<file path="config.mk">
export PLATFORM = sky130hd
export DESIGN_NAME = sd_resp_rx_flat
export DESIGN_NICKNAME = d
export VERILOG_FILES = /design/src/rtl/sd_pkg.sv /design/src/rtl/sd_resp_rx_if.sv /design/src/rtl/sd_crc7.sv /design/src/rtl/sd_resp_rx.sv /design/src/flat_wrapper.sv
export SDC_FILE = /design/constraint.sdc
export NUM_CORES = 1
export LEC_CHECK = 0
export CAP_MARGIN = 10
export CORE_MARGIN = 5
export CORE_UTILIZATION = 50
export DETAILED_ROUTE_END_ITERATION = 10
export PLACE_DENSITY = 0.76
export SLEW_MARGIN = 20
export SYNTH_ARGS = -nofsm -noshare
export SYNTH_HDL_FRONTEND = slang
export SYNTH_SLANG_ARGS = --single-unit
</file>
<file path="constraint.sdc">
create_clock -name clk -period 2.3 [get_ports clk]
set_clock_uncertainty 0.15 [all_clocks]
set_input_delay 0.46 -clock clk [delete_from_list [all_inputs] [get_ports clk]]
set_output_delay 0.46 -clock clk [all_outputs]
set_load 0.03 [all_outputs]
</file>
<file path="src/rtl/sd_pkg.sv">
// Shared SD host definitions: CRC7 polynomial, response frame lengths,
// default N_CR window and the response receiver state encoding.
package sd_pkg;

    localparam logic [6:0] CRC7_POLY       = 7'h09;
    localparam logic [7:0] FRAME_LEN_SHORT = 8'd48;
    localparam logic [7:0] FRAME_LEN_LONG  = 8'd136;
    localparam int         N_CR_DEFAULT    = 64;

    typedef enum logic [1:0] {
        ST_IDLE,
        ST_WAIT_START,
        ST_RX,
        ST_DONE
    } rx_state_e;

    // One serial step of x^7 + x^3 + 1, MSB-first.
    function automatic logic [6:0] crc7_step(input logic [6:0] crc, input logic din);
        logic fb;
        fb = din ^ crc[6];
        return {crc[5:0], 1'b0} ^ (fb ? CRC7_POLY : 7'h00);
    endfunction

endpackage

</file>
<file path="src/rtl/sd_resp_rx_if.sv">
// CMD-line response receiver handshake bundle between the command FSM
// (master) and the receiver (slave).
interface sd_resp_rx_if;

    logic         bit_en;
    logic         cmd_in;
    logic         start;
    logic         long_resp;
    logic         check_crc;
    logic         busy;
    logic         done;
    logic         timeout;
    logic         crc_err;
    logic         frame_err;
    logic [5:0]   resp_index;
    logic [31:0]  resp_arg;
    logic [127:0] resp_data;

    modport master (
        output bit_en, cmd_in, start, long_resp, check_crc,
        input  busy, done, timeout, crc_err, frame_err,
        input  resp_index, resp_arg, resp_data
    );

    modport slave (
        input  bit_en, cmd_in, start, long_resp, check_crc,
        output busy, done, timeout, crc_err, frame_err,
        output resp_index, resp_arg, resp_data
    );

endinterface

</file>
<file path="src/rtl/sd_crc7.sv">
// Serial CRC7 generator, zero init. clr together with en restarts the
// checksum and feeds din as the first bit.
module sd_crc7
    import sd_pkg::*;
(
    input  logic       clk,
    input  logic       reset,
    input  logic       clr,
    input  logic       en,
    input  logic       din,
    output logic [6:0] crc
);

    logic [6:0] crc_q;
    logic [6:0] crc_d;
    logic [6:0] crcBase;

    always_comb begin
        crcBase = clr ? 7'h00 : crc_q;
        crc_d   = crc_q;
        if (en) begin
            crc_d = crc7_step(crcBase, din);
        end else if (clr) begin
            crc_d = 7'h00;
        end
    end

    always_ff @(posedge clk) begin
        if (reset) begin
            crc_q <= 7'h00;
        end else begin
            crc_q <= crc_d;
        end
    end

    assign crc = crc_q;

endmodule

</file>
<file path="src/rtl/sd_resp_rx.sv">
// Host-side SD CMD response receiver: hunts for the start bit within N_CR,
// deserializes 48/136-bit responses and reports CRC7/framing/timeout status.
module sd_resp_rx
    import sd_pkg::*;
#(
    parameter int TIMEOUT_BITS = N_CR_DEFAULT
) (
    input  logic         clk,
    input  logic         reset,
    sd_resp_rx_if.slave  bus
);

    localparam int             TW       = $clog2(TIMEOUT_BITS + 1);
    localparam logic [TW-1:0]  TO_LIMIT = TW'(TIMEOUT_BITS);

    rx_state_e      state_q, state_d;
    logic [7:0]     bitCnt_q, bitCnt_d;
    logic [TW-1:0]  toCnt_q, toCnt_d;
    logic           longResp_q, longResp_d;
    logic           checkCrc_q, checkCrc_d;
    logic [133:0]   shift_q, shift_d;
    logic           timeout_q, timeout_d;
    logic           crcErr_q, crcErr_d;
    logic           frameErr_q, frameErr_d;
    logic [5:0]     respIndex_q, respIndex_d;
    logic [31:0]    respArg_q, respArg_d;
    logic [127:0]   respData_q, respData_d;

    logic [7:0]     lastBit;
    logic           crcClr;
    logic           crcEn;
    logic [6:0]     crcVal;

    sd_crc7 u_crc (
        .clk   (clk),
        .reset (reset),
        .clr   (crcClr),
        .en    (crcEn),
        .din   (bus.cmd_in),
        .crc   (crcVal)
    );

    // The start bit is never stored, so on the end-bit strobe frame bit i
    // (i >= 1) sits in shift_q[i-1] and the end bit is still on cmd_in.
    always_comb begin
        state_d     = state_q;
        bitCnt_d    = bitCnt_q;
        toCnt_d     = toCnt_q;
        longResp_d  = longResp_q;
        checkCrc_d  = checkCrc_q;
        shift_d     = shift_q;
        timeout_d   = timeout_q;
        crcErr_d    = crcErr_q;
        frameErr_d  = frameErr_q;
        respIndex_d = respIndex_q;
        respArg_d   = respArg_q;
        respData_d  = respData_q;
        crcClr      = 1'b0;
        crcEn       = 1'b0;
        lastBit     = longResp_q ? (FRAME_LEN_LONG - 8'd1) : (FRAME_LEN_SHORT - 8'd1);

        case (state_q)
            ST_IDLE: begin
                if (bus.start) begin
                    longResp_d  = bus.long_resp;
                    checkCrc_d  = bus.check_crc;
                    timeout_d   = 1'b0;
                    crcErr_d    = 1'b0;
                    frameErr_d  = 1'b0;
                    respIndex_d = '0;
                    respArg_d   = '0;
                    respData_d  = '0;
                    bitCnt_d    = '0;
                    toCnt_d     = '0;
                    state_d     = ST_WAIT_START;
                end
            end
            ST_WAIT_START: begin
                if (bus.bit_en) begin
                    if (!bus.cmd_in) begin
                        crcClr   = 1'b1;
                        crcEn    = 1'b1;
                        bitCnt_d = 8'd1;
                        state_d  = ST_RX;
                    end else begin
                        toCnt_d = toCnt_q + 1'b1;
                        if (toCnt_d == TO_LIMIT) begin
                            timeout_d = 1'b1;
                            state_d   = ST_DONE;
                        end
                    end
                end
            end
            ST_RX: begin
                if (bus.bit_en) begin
                    shift_d  = {shift_q[132:0], bus.cmd_in};
                    bitCnt_d = bitCnt_q + 8'd1;
                    // R2 excludes tx and reserved bits: restart CRC just before bit 127.
                    if (longResp_q) begin
                        crcClr = (bitCnt_q == 8'd7);
                        crcEn  = (bitCnt_q >= 8'd8) && (bitCnt_q < 8'd128);
                    end else begin
                        crcEn  = (bitCnt_q < 8'd40);
                    end
                    if (bitCnt_q == lastBit) begin
                        state_d  = ST_DONE;
                        crcErr_d = checkCrc_q && (crcVal != shift_q[6:0]);
                        if (longResp_q) begin
                            frameErr_d  = shift_q[133] || (shift_q[132:127] != 6'h3F) || !bus.cmd_in;
                            respIndex_d = shift_q[132:127];
                            respArg_d   = '0;
                            respData_d  = {shift_q[126:0], 1'b0};
                        end else begin
                            frameErr_d  = shift_q[45] || !bus.cmd_in;
                            respIndex_d = shift_q[44:39];
                            respArg_d   = shift_q[38:7];
                            respData_d  = '0;
                        end
                    end
                end
            end
            ST_DONE: begin
                state_d = ST_IDLE;
            end
            default: begin
                state_d = ST_IDLE;
            end
        endcase
    end

    always_ff @(posedge clk) begin
        if (reset) begin
            state_q     <= ST_IDLE;
            bitCnt_q    <= '0;
            toCnt_q     <= '0;
            longResp_q  <= 1'b0;
            checkCrc_q  <= 1'b0;
            shift_q     <= '0;
            timeout_q   <= 1'b0;
            crcErr_q    <= 1'b0;
            frameErr_q  <= 1'b0;
            respIndex_q <= '0;
            respArg_q   <= '0;
            respData_q  <= '0;
        end else begin
            state_q     <= state_d;
            bitCnt_q    <= bitCnt_d;
            toCnt_q     <= toCnt_d;
            longResp_q  <= longResp_d;
            checkCrc_q  <= checkCrc_d;
            shift_q     <= shift_d;
            timeout_q   <= timeout_d;
            crcErr_q    <= crcErr_d;
            frameErr_q  <= frameErr_d;
            respIndex_q <= respIndex_d;
            respArg_q   <= respArg_d;
            respData_q  <= respData_d;
        end
    end

    assign bus.busy       = (state_q == ST_WAIT_START) || (state_q == ST_RX);
    assign bus.done       = (state_q == ST_DONE);
    assign bus.timeout    = timeout_q;
    assign bus.crc_err    = crcErr_q;
    assign bus.frame_err  = frameErr_q;
    assign bus.resp_index = respIndex_q;
    assign bus.resp_arg   = respArg_q;
    assign bus.resp_data  = respData_q;

endmodule
</file>
<file path="src/flat_wrapper.sv">
// flat-port wrapper written by rule: the top's interface ports become plain ports
module sd_resp_rx_flat import sd_pkg::*;
#(
    parameter int TIMEOUT_BITS = N_CR_DEFAULT
)
  (clk, reset, bus_bit_en, bus_cmd_in, bus_start, bus_long_resp, bus_check_crc, bus_busy, bus_done, bus_timeout, bus_crc_err, bus_frame_err, bus_resp_index, bus_resp_arg, bus_resp_data);
  sd_resp_rx_if bus_i ();
  input  logic clk;
  input  logic reset;
  input wire logic [$bits(bus_i.bit_en)-1:0] bus_bit_en;
  input wire logic [$bits(bus_i.cmd_in)-1:0] bus_cmd_in;
  input wire logic [$bits(bus_i.start)-1:0] bus_start;
  input wire logic [$bits(bus_i.long_resp)-1:0] bus_long_resp;
  input wire logic [$bits(bus_i.check_crc)-1:0] bus_check_crc;
  output wire logic [$bits(bus_i.busy)-1:0] bus_busy;
  output wire logic [$bits(bus_i.done)-1:0] bus_done;
  output wire logic [$bits(bus_i.timeout)-1:0] bus_timeout;
  output wire logic [$bits(bus_i.crc_err)-1:0] bus_crc_err;
  output wire logic [$bits(bus_i.frame_err)-1:0] bus_frame_err;
  output wire logic [$bits(bus_i.resp_index)-1:0] bus_resp_index;
  output wire logic [$bits(bus_i.resp_arg)-1:0] bus_resp_arg;
  output wire logic [$bits(bus_i.resp_data)-1:0] bus_resp_data;
  assign bus_i.bit_en = bus_bit_en;
  assign bus_i.cmd_in = bus_cmd_in;
  assign bus_i.start = bus_start;
  assign bus_i.long_resp = bus_long_resp;
  assign bus_i.check_crc = bus_check_crc;
  assign bus_busy = bus_i.busy;
  assign bus_done = bus_i.done;
  assign bus_timeout = bus_i.timeout;
  assign bus_crc_err = bus_i.crc_err;
  assign bus_frame_err = bus_i.frame_err;
  assign bus_resp_index = bus_i.resp_index;
  assign bus_resp_arg = bus_i.resp_arg;
  assign bus_resp_data = bus_i.resp_data;
  sd_resp_rx #(.TIMEOUT_BITS(TIMEOUT_BITS)) u_core (.clk(clk), .reset(reset), .bus(bus_i));
endmodule
</file>
==> impl_results.md <==
* CTS Hold Bufs at 0
* Vias per cell at 5.26
* Die Area at ~0.030 mm²
* Syn avg cell area at between 8 and 9 µm²
* Vias in the first global route at approximately 10,000
* Tcrit/Tclk final at 0.982
* Core Box Area at 0.0267 mm²
* Worst-Margin Slew at roughly 0.74 ns
* Worst skew pair latency at approximately 0.50 ns
* Number of port buffers at 176
* Overall Power at approximately 15,000 µW
* Largest family of logic cells by synthesized area: simple AND/OR/NAND/NOR gates
* Synthesis Warnings at 0
* Post-Synth Adder-Cell Area at 0.00560
* Antenna Violating Nets Remaining at 0
* Crit path max fanout at 6
* WL final at between 30,000 and 40,000 µm
* # setup viols final at 0
* Fillers at roughly 2,200
* Initial antenna violation count at 0
* Min cycle time layout at around 2.3 ns
* Power Dens Cells at 898 mW/mm²
* Post-Synth XOR/XNOR Area at 0.00914
* Rel. slew slack at 0.509
* Antenna Cells at 0
* GRT Total Usage at 0.194
* WP data arrival at roughly 2.5 ns
* Commonest non-fill, non-tap cell in the layout: nand2_1
* Post-synth cell types at 51
* Most frequent cells in the layout: nand2_1 (443), dfxtp_1 (326), nand2b_1 (175)
* Clock Sinks at 328
* H-Tree Depth at 2
* I/O pin count at 178
* Initial Util at 0.503
* Worst-path clk slew at approximately 0.060 ns
* Synth Instances at ~1,500
* Setup Crit Path Kind: flop to flop
* Leak at 0.00587 µW
* Asr flop ratio synth at 0
* WP data required at 2.56 ns
* Hold crit path type: flop to flop
* Simple-gate share of the synthesized area at 0.235
* Die H at between 150 and 200 µm
* Final hold violation count at 0
* Sequential-to-total area share from yosys stat at 0.490
* Post-synth EDFFs at 0
* Wire per inst at around 16 µm
* Multiplexer share of the synthesized area at 0.130
* Flop and latch count out of synthesis at approximately 330
* DRC violations left at 0
* Nets at ~1,700
* GRT overflow at 0
* Syn Nets at 1,529
* Achievable clock frequency at between 0.4 and 0.5 GHz
* Fraction of layout cells with a size suffix above 1 at 0.0793
* Setup TNS at 0 ns
* Via Count at ~11,000
* Status: complete, no violations
* Post-Synthesis Cell Area at approximately 0.013 mm²
* Max-cap violations at 0
* TritonCTS clock tree: built
* CTS Buf Count at 34
* First-pass GRT wire length at 51,000 µm
* Highest ir drop seen on vdd at between 0.7 and 0.8 mV
* Complex-gate fraction of the synthesized area at 0.0802
* Clock Root Buffer: clkbuf_16
* Pin count of the biggest net entering global routing at 186
* Area growth syn-to-layout at 26.6%
* # rows at 60
* Clock buffer depth at 3
* First-pass DRT Iterations at 5
* HPWL after detailed placement at roughly 19,000 µm
* Die X at around 170 µm
* Drt initial violations at approximately 840
* Crit end category: flop
* GPL Wtd Cong at ~0.82
* Slew Limit Fails at 0
* Ys flop type: dfxtp_1
* Startpoint Class: flop
==> critical path: stages (launching register included) <==
cell and delay, ns:
dfxtp_1 0.44, nand3b_1 0.19, a31o_2 0.31, a211o_4 0.44, nand2_8 0.22, clkbuf_16 0.19
mux2i_1 0.22
==> through the flow <==
stage	cell area [µm²]	instances	setup slack [ns]	utilization	hold WS [ns]
4_1_cts	16600	2039	0.0311	0.624	0.317
6_report	17000	2055	0.0407	0.637	0.313
2_1_floorplan	13400	1516	0.0754	-	0.281
3_5_place_dp	15600	1980	-0.237	0.584	0.309
5_1_grt	17000	2055	-0.0288	0.637	0.334
3_3_place_gp	15600	1980	-0.191	0.584	0.290
==> registers in the layout, indices dropped and copies added (netlist names), 2 cells and up <==
name                   flops
u_core.bus.resp_arg       32
u_core.toCnt_q             7
u_core.shift_q           134
u_core.bus.resp_data     127
u_core.u_crc.crc           7
u_core.state_q             2
u_core.bus.resp_index      6
u_core.bitCnt_q            8
==> report_power, final <==
| part | internal [µW] | leakage, µW | switching, µW | total [µW] |
|---|---|---|---|---|
| Clock | 3110 | 0.000519 | 2180 | 5290 |
| Combinational | 1960 | 0.00271 | 2240 | 4200 |
| Sequential | 5720 | 0.00264 | 30.4 | 5750 |
==> path summary, 6_finish.rpt <==
path                             from                  endpoint  slack, ns  depth (start not counted)
setup / recovery   u_core.bitCnt_q[5]  u_core.bus.resp_data[75]       0.04                          6
hold / removal    u_core.shift_q[114]       u_core.shift_q[115]       0.31                          2
setup reg to reg   u_core.bitCnt_q[5]  u_core.bus.resp_data[75]       0.04                          6
hold reg to reg   u_core.shift_q[114]       u_core.shift_q[115]       0.31                          2
==> metal layers <==
layer / global-route usage / part of all wire / up-vias
li1: - / - / 5330
met1: 0.264 / 0.45 / 5166
met2: 0.318 / 0.47 / 258
met3: 0.0351 / 0.049 / 62
met4: 0.0591 / 0.025 / 0
met5: 0 / 0 / -
==> synthesized netlist by cell type (2+ instances only) <==
cell | instances | area [µm²]
inv_1 | 6 | 22.5
xor2_1 | 11 | 96.3
nand2b_1 | 175 | 1090
nand4b_1 | 2 | 17.5
xnor2_1 | 3 | 26.3
nand2_1 | 444 | 1670
o21ai_0 | 18 | 90.1
nor2_1 | 30 | 113
ha_1 | 6 | 75.1
nand3b_1 | 4 | 30.0
a211oi_1 | 3 | 22.5
buf_2 | 4 | 20.0
a311oi_1 | 4 | 35.0
mux2i_1 | 174 | 1740
buf_12 | 11 | 220
o32ai_1 | 2 | 17.5
nand4_1 | 8 | 50.1
a211o_1 | 3 | 26.3
clkbuf_1 | 74 | 278
nand3_1 | 10 | 50.1
dfxtp_1 | 328 | 6570
a31oi_1 | 3 | 18.8
a21oi_1 | 144 | 721
nor2b_1 | 4 | 25.0
and3_1 | 4 | 25.0
buf_1 | 10 | 37.5
nor2_2 | 2 | 12.5
buf_8 | 6 | 90.1
==> area by class of cell <==
type | instances | area [µm²] | share of cell area
clock buffers | 53 | 1000 | 0.0591
flip-flops and latches | 328 | 6570 | 0.387
inverters | 6 | 22.5 | 0.00133
clock inverters | 6 | 61.3 | 0.00361
well taps | 341 | 427 | 0.0251
repair buffers | 241 | 2610 | 0.154
multi-input cells | 1080 | 6280 | 0.370
==> kinds of logic after synthesis <==
| family | Yosys count |
|---|---|
| XOR/XNOR | 14 |
| adder cells (fa/ha/maj) | 6 |
| multiplexers | 174 |
| AND/OR/NAND/NOR | 691 |
| buffers and inverters | 112 |
| AO/OA/AOI/OAI | 190 |
| flip-flops | 328 |
| other | 1 |
==> repair_timing <==
| action | 4_1_cts | 5_1_grt |
|---|---|---|
| pin swaps | 0 | 3 |
| endpoints found under the setup margin | 3 | 114 |
| gates cloned | 0 | 14 |
| gates resized for setup | 5 | 18 |
| setup buffers | 0 | 2 |
No activity file was read; power rests on OpenSTA's default activity.
